[config.mk]
export PLATFORM = sky130hd
export DESIGN_NAME = fifo_wr_arb
export DESIGN_NICKNAME = d
export VERILOG_FILES = /design/src/rtl/fifo_wr_arb.sv
export SDC_FILE = /design/constraint.sdc
export NUM_CORES = 1
export LEC_CHECK = 0
export CORE_MARGIN = 2
export CORE_UTILIZATION = 38
export DETAILED_ROUTE_END_ITERATION = 7
export GPL_ROUTABILITY_DRIVEN = 1
export HOLD_SLACK_MARGIN = 0.03
export PLACE_DENSITY = 0.86
export SYNTH_ARGS = -nofsm -noshare
export SYNTH_HDL_FRONTEND = slang
export SYNTH_SLANG_ARGS = --single-unit
[constraint.sdc]
create_clock -name i_wclk -period 4.5 [get_ports i_wclk]
set_clock_uncertainty 0.15 [all_clocks]
set_input_delay 0.675 -clock i_wclk [delete_from_list [all_inputs] [get_ports i_wclk]]
set_output_delay 0.675 -clock i_wclk [all_outputs]
set_load 0.005 [all_outputs]
[src/rtl/fifo_wr_arb.sv]
// fifo_wr_arb: round-robin arbiter sharing the async FIFO write port among NREQ requesters.
// Define WARB_BURST_EN to let an owner keep the port for up to BURST beats; otherwise one beat per grant.
module fifo_wr_arb #(
    parameter int NREQ  = 4,
    parameter int DSIZE = 8,
    parameter int BURST = 4
) (
    input  logic                     i_wclk,
    input  logic                     i_wrst,
    input  logic [NREQ-1:0]          i_req,
    input  logic [NREQ*DSIZE-1:0]    i_din,
    output logic [NREQ-1:0]          o_gnt,
    input  logic                     i_wfull,
    output logic                     o_winc,
    output logic [DSIZE-1:0]         o_wdata,
    output logic [$clog2(NREQ)-1:0]  o_owner,
    output logic                     o_busy
);
    // state | meaning
    // IDLE  | no grant; pick next requester round-robin from owner+1
    // BUSY  | owner holds the write port; beats while req[owner] && !wfull
    localparam int OW = $clog2(NREQ);

    typedef enum logic [0:0] {
        S_IDLE = 1'b0,
        S_BUSY = 1'b1
    } state_t;

    state_t          r_state;
    logic [OW-1:0]   r_owner;
    logic [OW-1:0]   w_next_owner;
    logic [OW-1:0]   w_idx;
    logic            w_found;
    logic            w_beat;
    logic            w_last;
    logic [DSIZE-1:0] w_sel_data;

`ifdef WARB_BURST_EN
    localparam int CW = $clog2(BURST) + 1;
    logic [CW-1:0] r_cnt;

    assign w_last = (r_cnt == CW'(BURST - 1));
`else
    // single-beat grants: every beat is the last one
    assign w_last = (BURST >= 1);
`endif

    always_comb begin
        w_next_owner = r_owner;
        w_found      = 1'b0;
        w_idx        = '0;
        for (int k = 1; k <= NREQ; k++) begin
            w_idx = OW'((int'(r_owner) + k) % NREQ);
            if (!w_found && i_req[w_idx]) begin
                w_found      = 1'b1;
                w_next_owner = w_idx;
            end
        end
    end

    always_comb begin
        w_sel_data = '0;
        for (int i = 0; i < NREQ; i++) begin
            if (r_owner == OW'(i))
                w_sel_data = i_din[i*DSIZE +: DSIZE];
        end
    end

    assign w_beat  = (r_state == S_BUSY) && i_req[r_owner] && !i_wfull;
    assign o_winc  = w_beat;
    assign o_gnt   = w_beat ? (NREQ'(1) << r_owner) : '0;
    assign o_wdata = w_beat ? w_sel_data : '0;
    assign o_owner = r_owner;
    assign o_busy  = (r_state == S_BUSY);

    always_ff @(posedge i_wclk or posedge i_wrst) begin
        if (i_wrst) begin
            r_state <= S_IDLE;
            r_owner <= OW'(NREQ - 1);
`ifdef WARB_BURST_EN
            r_cnt   <= '0;
`endif
        end else begin
            case (r_state)
                S_IDLE: begin
                    if (|i_req) begin
                        r_owner <= w_next_owner;
                        r_state <= S_BUSY;
`ifdef WARB_BURST_EN
                        r_cnt   <= '0;
`endif
                    end
                end
                S_BUSY: begin
                    // owner is kept on exit so it acts as the round-robin pointer
                    if (!i_req[r_owner]) begin
                        r_state <= S_IDLE;
                    end else if (w_beat) begin
`ifdef WARB_BURST_EN
                        r_cnt <= r_cnt + CW'(1);
`endif
                        if (w_last)
                            r_state <= S_IDLE;
                    end
                end
                default: r_state <= S_IDLE;
            endcase
        end
    end

endmodule

==> summary.txt <==
share of flip-flops with an asynchronous set or reset = 100%
Worst-Margin Slew = 551 ps
launch point of the worst hold path = o_busy
Reg clk slew, reported paths = 40 ps
unique cell type count in the Yosys netlist = 37
Sum Neg Setup Slack = 0 ps
Final setup violation count = 0
H-tree lvl count = 1
overall die width = 49.5 µm
min Tclk post-route = 3890 ps
die area = 0.00245 mm²
RSZ-0062 raised after global routing = no
Post-DRT Antenna Nets = 0
vias in the first global route = 960
Global Route Usage Sum = 23.0%
cells along the critical path = clkdlybuf4s50_1, mux2i_1, mux2_4, or3b_1, inv_6, and2_1, clkdlybuf4s50_1
Worst Reg-to-Reg Cells = 6
R2R Setup Slk = 2290 ps
P_int = 0.357 mW
num rows = 16
Slew headroom = 63.3%
I/O Buffers = 54
DR iter-0 viols = 13
worst hold path type = flop to flop
Peak Freq = 257 MHz
Worst EP required = 3670 ps
proportion of layout cells with a drive suffix above 1 = 7.89%
Worst path max stage delay = 660 ps
register bit count reported by yosys = 3
total setup buffers inserted after CTS = 0
number of vias per cell = 5.35
Avg Inst Size Synth = 7.44 µm²
routability cong. = 0.757
largest net degree at the start of global routing = 18
Post-synth EDFFs = 0
routed vias = 958
CP Launch Type = input pin
Total Power = 0.645 mW
n_diodes = 0
Synth top area share = 8.89%
Post-Route WL = 2.64 mm
gr ovfl total = 0
pwr/cell area = 485 mW/mm²
Area after DPL = 0.00130 mm²
sw frac = 44.7%
Fillers = 169
worst vdd ir = 0.335 mV
combinational group share of total power = 78.2%
Gate Count Post-Synth = 106
clk_lat worst skew = 240 ps
Max-cap violations = 0
setup ws final = 607 ps
post-DP HPWL = 2.00 mm
initial antenna violation count = 0
core outline area = 0.00196 mm²
design area = 0.00133 mm²
clock root buffer = clkbuf_4
syn_nets = 149
Max Root-Sink Buffers = 2
TritonCTS clock tree = built
cts repair resizes = 0
CP most frequent cell = clkdlybuf4s50_1
CP max FO = 10
critical path class = input pin to output port
WL per Instance = 14.7 µm
worst hold stages = 1
first-pass detailed-route iteration total = 4
most instantiated cells after synthesis = inv_1, nor2b_1, nand2_1
NetSw = 0.288 mW
area grow syn2layout = 68.7%
Final #Nets = 196
Cell Area, Synth = 788 µm²
sequential share of the synthesized area = 9.84%
Final period util = 86.5%
final slew viol count = 0
hold endpoint = o_busy
global-route wire length before repair = 4.48 mm
Starting Density = 40.2%
# clock sinks = 3
R2R Path End = o_owner[1]
reg2reg start = o_owner[0]
top post-synthesis cells by area = a211o_1, a221oi_1, nor2b_1
Clock power frac = 7.7%
leak pwr = 0.535 nW
CP max stage cell = clkdlybuf4s50_1
total CTS buffers = 3
power share of the sequential group = 14.2%
status = finished clean
pre-CTS WS = 635 ps
ys flop type = dfstp_2
yosys warns = 0
Die Height = 49.5 µm
Hold Vio Cnt, Final = 0
Worst Path Arrival = 3070 ps
number of I/O pins = 55
DRC viols = 0
Hold Buf Count CTS = 0
area leader, netlist = a211o_1
CP endpoint kind = output port
==> power by group through the flow <==
stage	sequential, mW	combinational [mW]	clock [mW]
final	0.0914	0.505	0.0495
after global routing	0.0987	0.553	0.0524
after CTS	0.0915	0.507	0.0498
after detailed placement	0.0910	0.504	0
after global placement	0.0897	0.491	0
after floorplan	0.0729	0.357	0
==> worst max-delay path by stage <==
stage	from	end	slack (ps)	cells after the start
6_report	i_req[2]	o_gnt[0]	610	7
3_3_place_gp	i_req[2]	o_gnt[3]	700	7
2_1_floorplan	o_owner[0]	o_wdata[6]	1790	7
5_1_grt	i_req[2]	o_wdata[4]	500	6
4_1_cts	i_req[2]	o_gnt[3]	620	7
3_5_place_dp	i_req[2]	o_gnt[3]	640	7
==> layer usage <==
metal | vias to the layer above | part of all wire, % | wire length (µm) | GRT usage (%)
li1 | 480 | - | - | -
met5 | - | 0 | 0 | 0
met1 | 421 | 44 | 1150 | 29.6
met3 | 4 | 10 | 266 | 6.67
met2 | 53 | 46 | 1200 | 38.2
met4 | 0 | 0.53 | 14 | 4.17
==> cell families (layout without fill, tap and decap cells) <==
kind of cell	Yosys count	after routing	share of synthesized area, %
AO/OA/AOI/OAI	34	34	32.5
XOR/XNOR	1	1	1.11
buffers and inverters	24	70	13.8
multiplexers	7	7	13.3
adder cells (fa/ha/maj)	4	4	6.35
flip-flops	3	3	9.84
AND/OR/NAND/NOR	33	33	23.0
==> final cells by class <==
class	instances	area, µm²	share of cell area, %
Multi-Input combinational cell	79	602	45.2
Timing Repair Buffer	54	541	40.6
Sequential cell	3	77.6	5.83
Inverter	12	50.0	3.76
Tap cell	27	33.8	2.54
Clock buffer	4	26.3	1.98
==> state kept, by name, indices dropped and copies added, names as in the netlist <==
name and count:
o_owner 2, o_busy 1
==> stage by stage <==
stage	utilization, %	cells	hold WS (ps)
3_3_place_gp	66.5	175	384
4_1_cts	67.8	179	399
3_5_place_dp	66.5	175	390
5_1_grt	67.8	179	451
2_1_floorplan	-	106	277
6_report	67.8	179	405
==> cell usage in the layout (no fill, tap or decap), types with 2 or more instances in the layout <==
master	synthesis	final
nor3_1	3	3
clkdlybuf4s50_1	0	54
mux2i_1	3	3
a221oi_1	8	8
o21ai_0	2	2
a21oi_1	8	8
and2_1	4	4
inv_1	10	10
a211o_1	8	8
nor2_1	2	2
nand2_1	9	9
nor2b_1	10	10
nor4_1	2	2
dfstp_2	2	2
ha_1	4	4
clkbuf_4	0	3
==> worst max-delay path, delay by kind of cell <==
kind          cells  cell delay (ps)
buf+inv           3             1280
mux               2              440
simple gates      2              670
(Power assumes the default switching activity.)
==> RTL edit 1 (same flow settings) <==
The option `WARB_BURST_EN` is turned on by a define.
--- a/src/rtl/fifo_wr_arb.sv
+++ b/src/rtl/fifo_wr_arb.sv
@@ -2,2 +2,4 @@
 // Define WARB_BURST_EN to let an owner keep the port for up to BURST beats; otherwise one beat per grant.
+`define WARB_BURST_EN
+
 module fifo_wr_arb #(
Behaviour: not the same (Yosys sat finds a counterexample within 4 cycles, from zero or initial values and one cycle with i_wrst high).
==> RTL edit 1 against the unedited design <==
  * Sequential power is 41% higher
  * Count of clock-buffer cells in the layout did not move
  * Critical path depth unchanged
  * Synthesized area up 6.0%
  * Total power increased by 9.0%
  * Final area increased by 5.1%
  * Wire length is 0.61% lower
  * Critical endpoint is now o_wdata[7]
  * Setup slack better by 0.14 ns
  * Sequential cell count grew 3
  * Sequential share of layout area rose by 5.1 points
==> RTL edit 1: results (changes against the unedited design) <==
\begin{tabular}{lr}
\hline
Metric & Value \\
\hline
\multicolumn{2}{l}{\textbf{Yosys}} \\
Synthesized area divided by synthesized cell count & 8.11 um\^{}2 (+9.1\%) \\
Top cells by count, synth & 14 x sky130\_fd\_sc\_hd\_\_inv\_1, 10 x sky130\_fd\_sc\_hd\_\_nand2\_1, 9 x sky130\_fd\_sc\_hd\_\_a21oi\_1 \\
Sequential area share after synthesis & 18.3\% (+8.4 points) \\
Number of nets in the synthesized netlist & 148 (-0.67\%) \\
Leading post-synthesis cells by cell area & sky130\_fd\_sc\_hd\_\_dfrtp\_1 12\%, sky130\_fd\_sc\_hd\_\_ha\_1 9.0\%, sky130\_fd\_sc\_hd\_\_a211o\_1 8.4\% \\
Dominant register cell in the synthesized netlist & sky130\_fd\_sc\_hd\_\_dfrtp\_1 \\
Adder-cell area share of the yosys netlist & 8.98\% (+2.6 points) \\
Multiplexer fraction of the synthesized cell area & 15.0\% (+1.6 points) \\
\multicolumn{2}{l}{\textbf{GRT}} \\
Pin count of the biggest net entering global routing & 18 (unchanged) \\
Global-route usage over all layers & 21.0\% (-2.0 points) \\
Vias in the first global route & 908 (-5.4\%) \\
Global-route wire length before repair & 4110 um (-8.2\%) \\
\multicolumn{2}{l}{\textbf{Setup path}} \\
Largest fanout of any net on the critical path & 11 (+1) \\
\multicolumn{2}{l}{\textbf{Outcome}} \\
Outcome & complete, no violations \\
\multicolumn{2}{l}{\textbf{Placed design}} \\
Placed Cells incl. Taps & 176 (+0.57\%) \\
Post-place instance area & 0.00137 mm\^{}2 (+5.2\%) \\
Post-DP HPWL & 2080 um (+3.9\%) \\
DP Worst Slack & 0.814 ns (+0.179 ns) \\
Routability congestion estimate from global placement & 0.734 (-3.0\%) \\
\multicolumn{2}{l}{\textbf{Power and ir drop}} \\
Maximum ir drop on the vdd rail & 0.000317 V (-5.4\%) \\
\multicolumn{2}{l}{\textbf{Drt}} \\
Final WL & 2620 um (-0.61\%) \\
Via/cell ratio & 5.33 (-0.35\%) \\
Number of vias after detailed routing & 960 (+0.21\%) \\
\multicolumn{2}{l}{\textbf{STA}} \\
Slew at the pin closest to its max-slew limit & 0.569 ns (+0.0179 ns) \\
\multicolumn{2}{l}{\textbf{Layout}} \\
Number of nets in the finished design & 199 (+1.5\%) \\
Layout cell share with drive strength beyond 1 & 7.19\% (-0.71 points) \\
\hline
\end{tabular}
-- RTL edit 1: cell count changes after synthesis, sizes merged, moves of 3 or more --
cell | before | now
dfrtp | 1 | 4
nor2b | 10 | 3
nand3 | 0 | 3
nor3 | 3 | 0
inv | 12 | 15
o21ai | 2 | 5
buf | 5 | 2
-- RTL edit 1: final timing paths --
kind                              end        from  slack [ns]  cells after the start
max                        o_wdata[7]  o_owner[1]        0.75                      7
min                          r_cnt[0]    r_cnt[0]        0.36                      1
max reg2reg                o_owner[1]  o_owner[0]        2.00                      6
min reg2reg                  r_cnt[0]    r_cnt[0]        0.36                      1
max in group asynchronous  o_owner[1]      i_wrst        3.45                      2
min in group asynchronous    r_cnt[2]      i_wrst        0.50                      2
-- RTL edit 1: worst max-delay path: stages, from the launching register on --
cell and delay (ns):
sky130_fd_sc_hd__dfstp_2 0.63, sky130_fd_sc_hd__inv_1 0.08, sky130_fd_sc_hd__ha_1 0.31, sky130_fd_sc_hd__nor2b_1 0.44, sky130_fd_sc_hd__a221oi_1 0.17, sky130_fd_sc_hd__a211o_1 0.30, sky130_fd_sc_hd__a21oi_1 0.20, sky130_fd_sc_hd__clkdlybuf4s50_1 0.55
-- RTL edit 1: per-layer routing --
layer	share of wire, %	vias to the layer above	track usage [%]
li1	-	475	-
met1	43	427	24.7
met2	45	52	35.7
met3	9.6	6	5.56
met4	2.3	0	9.01
met5	0	-	0
-- RTL edit 1: where the power goes --
group	switching (mW)	leakage [nW]	internal, mW
clock	0.0190	0.0150	0.0336
combinational	0.239	0.500	0.283
sequential	0.0431	0.0730	0.0854
-- RTL edit 1: cell type report --
type	instances	area share, %
multi-input combinational	74	42.1
timing repair buffer	54	38.7
sequential	6	10.9
inverter	15	4.03
tap	27	2.42
clock buffer	4	1.88
==> RTL edit 2 (same settings) <==
Without the edit above. Make the reset (`i_wrst`) synchronous in one clocked block. Comments in the files are not updated.
--- a/src/rtl/fifo_wr_arb.sv
+++ b/src/rtl/fifo_wr_arb.sv
@@ -75,3 +75,3 @@
 
-    always_ff @(posedge i_wclk or posedge i_wrst) begin
+    always_ff @(posedge i_wclk) begin
         if (i_wrst) begin
Check against the original RTL: differs if i_wrst is asserted again (counterexample within 4 cycles, from zero or initial values and one cycle with i_wrst high); with i_wrst held inactive, the same outputs for 10 cycles.
==> RTL edit 2 against the unedited design <==
  * Sequential cell count stayed put
  * Critical path type unchanged
  * Synthesized cell count stayed put
  * Critical endpoint is now o_wdata[5]
  * Setup slack improved by 0.27 ns
  * Synthesized area is 7.5% lower
  * Total power shrank 19%
  * Final area decreased by 3.1%
  * Non-clock buffer count unchanged
  * Wire length fell by 11%
  * Largest power group unchanged
  * Critical path depth decreased by 1
  * First-iteration DRC count stayed put
==> RTL edit 2: results (changes against the unedited design) <==
\begin{tabular}{lr}
\hline
Metric & Value \\
\hline
\multicolumn{2}{l}{\textbf{Outcome}} \\
Outcome & complete, no violations \\
\multicolumn{2}{l}{\textbf{Layout}} \\
Non-clock inverter instance count of the final layout & 3 (-9) \\
Combined flip-flop and latch cell area & 60.1 um\^{}2 (-23\%) \\
Final non-clock buffer share & 41.9\% (+1.3 points) \\
Number of sequential storage elements & 3 (unchanged) \\
\multicolumn{2}{l}{\textbf{Placed design}} \\
Post-DP HPWL & 1840 um (-8.3\%) \\
Placed Cells incl. Taps & 177 (+1.1\%) \\
Routability congestion estimate from global placement & 0.751 (-0.86\%) \\
DP Worst Slack & 0.896 ns (+0.261 ns) \\
\multicolumn{2}{l}{\textbf{Setup path}} \\
Setup slack, reg-to-reg & 2.11 ns (-0.18 ns) \\
Stage delay of the slowest cell on the critical path & 0.59 ns (-0.07 ns) \\
Endpoint of the worst setup timing path & o\_wdata[5] \\
Largest fanout of any net on the critical path & 13 (+3) \\
Worst reg2reg path startpoint & o\_owner[0] \\
\multicolumn{2}{l}{\textbf{Yosys}} \\
Fraction of synthesis flops using an asynchronous set or reset pin & 0\% (-100 points) \\
Multiplexer fraction of the synthesized cell area & 14.4\% (+1.1 points) \\
Sequential area share after synthesis & 8.23\% (-1.6 points) \\
Area fraction in compound gates after synthesis & 27.6\% (-4.9 points) \\
Distinct cell type count after synthesis & 26 (-30\%) \\
Leading post-synthesis cells by cell area & sky130\_fd\_sc\_hd\_\_a21oi\_1 12\%, sky130\_fd\_sc\_hd\_\_and2\_1 10\%, sky130\_fd\_sc\_hd\_\_nand2\_1 9.3\% \\
Adder-cell area share of the yosys netlist & 6.86\% (+0.51 points) \\
\multicolumn{2}{l}{\textbf{Drt}} \\
Final WL & 2350 um (-11\%) \\
Number of vias after detailed routing & 952 (-0.63\%) \\
Via/cell ratio & 5.26 (-1.7\%) \\
\multicolumn{2}{l}{\textbf{GRT}} \\
Vias in the first global route & 779 (-19\%) \\
Global-route wire length before repair & 3290 um (-27\%) \\
Met1 usage in global routing & 24.4\% (-5.2 points) \\
Met3 Track Usage GR & 4.15\% (-2.5 points) \\
Global-route usage over all layers & 20.2\% (-2.8 points) \\
\multicolumn{2}{l}{\textbf{Power and ir drop}} \\
Total power per unit cell area & 407 mW/mm\^{}2 (-16\%) \\
Maximum ir drop on the vdd rail & 0.000361 V (+7.6\%) \\
Leakage & 0.477 nW (-11\%) \\
\multicolumn{2}{l}{\textbf{STA}} \\
Smallest setup slack after layout & 0.874 ns (+0.268 ns) \\
Smallest hold slack & 0.461 ns (+0.0556 ns) \\
\hline
\end{tabular}
-- RTL edit 2: power by group --
part	internal (mW)	total, mW	switching, mW
combinational	0.208	0.407	0.199
clock	0.0335	0.0516	0.0181
sequential	0.0367	0.0651	0.0284
total	0.279	0.524	0.245
-- RTL edit 2: routing by layer --
metal	part of all wire [%]	routed length [um]	up-vias
met5	0	0	-
met4	1.3	30	0
met3	14	332	4
met2	44	1040	58
met1	40	950	411
li1	-	-	479
-- RTL edit 2: critical path: cells and delay by family --
kind / cells / cell delay, ns
mux: 1 / 0.29
simple gates: 3 / 0.75
buf+inv: 2 / 1.08
-- RTL edit 2: worst min path at each step --
stage          startpoint     end  depth (start not counted)
5_1_grt            o_busy  o_busy                          2
6_report           o_busy  o_busy                          2
4_1_cts            o_busy  o_busy                          2
3_3_place_gp       o_busy  o_busy                          2
2_1_floorplan      o_busy  o_busy                          2
3_5_place_dp       o_busy  o_busy                          2
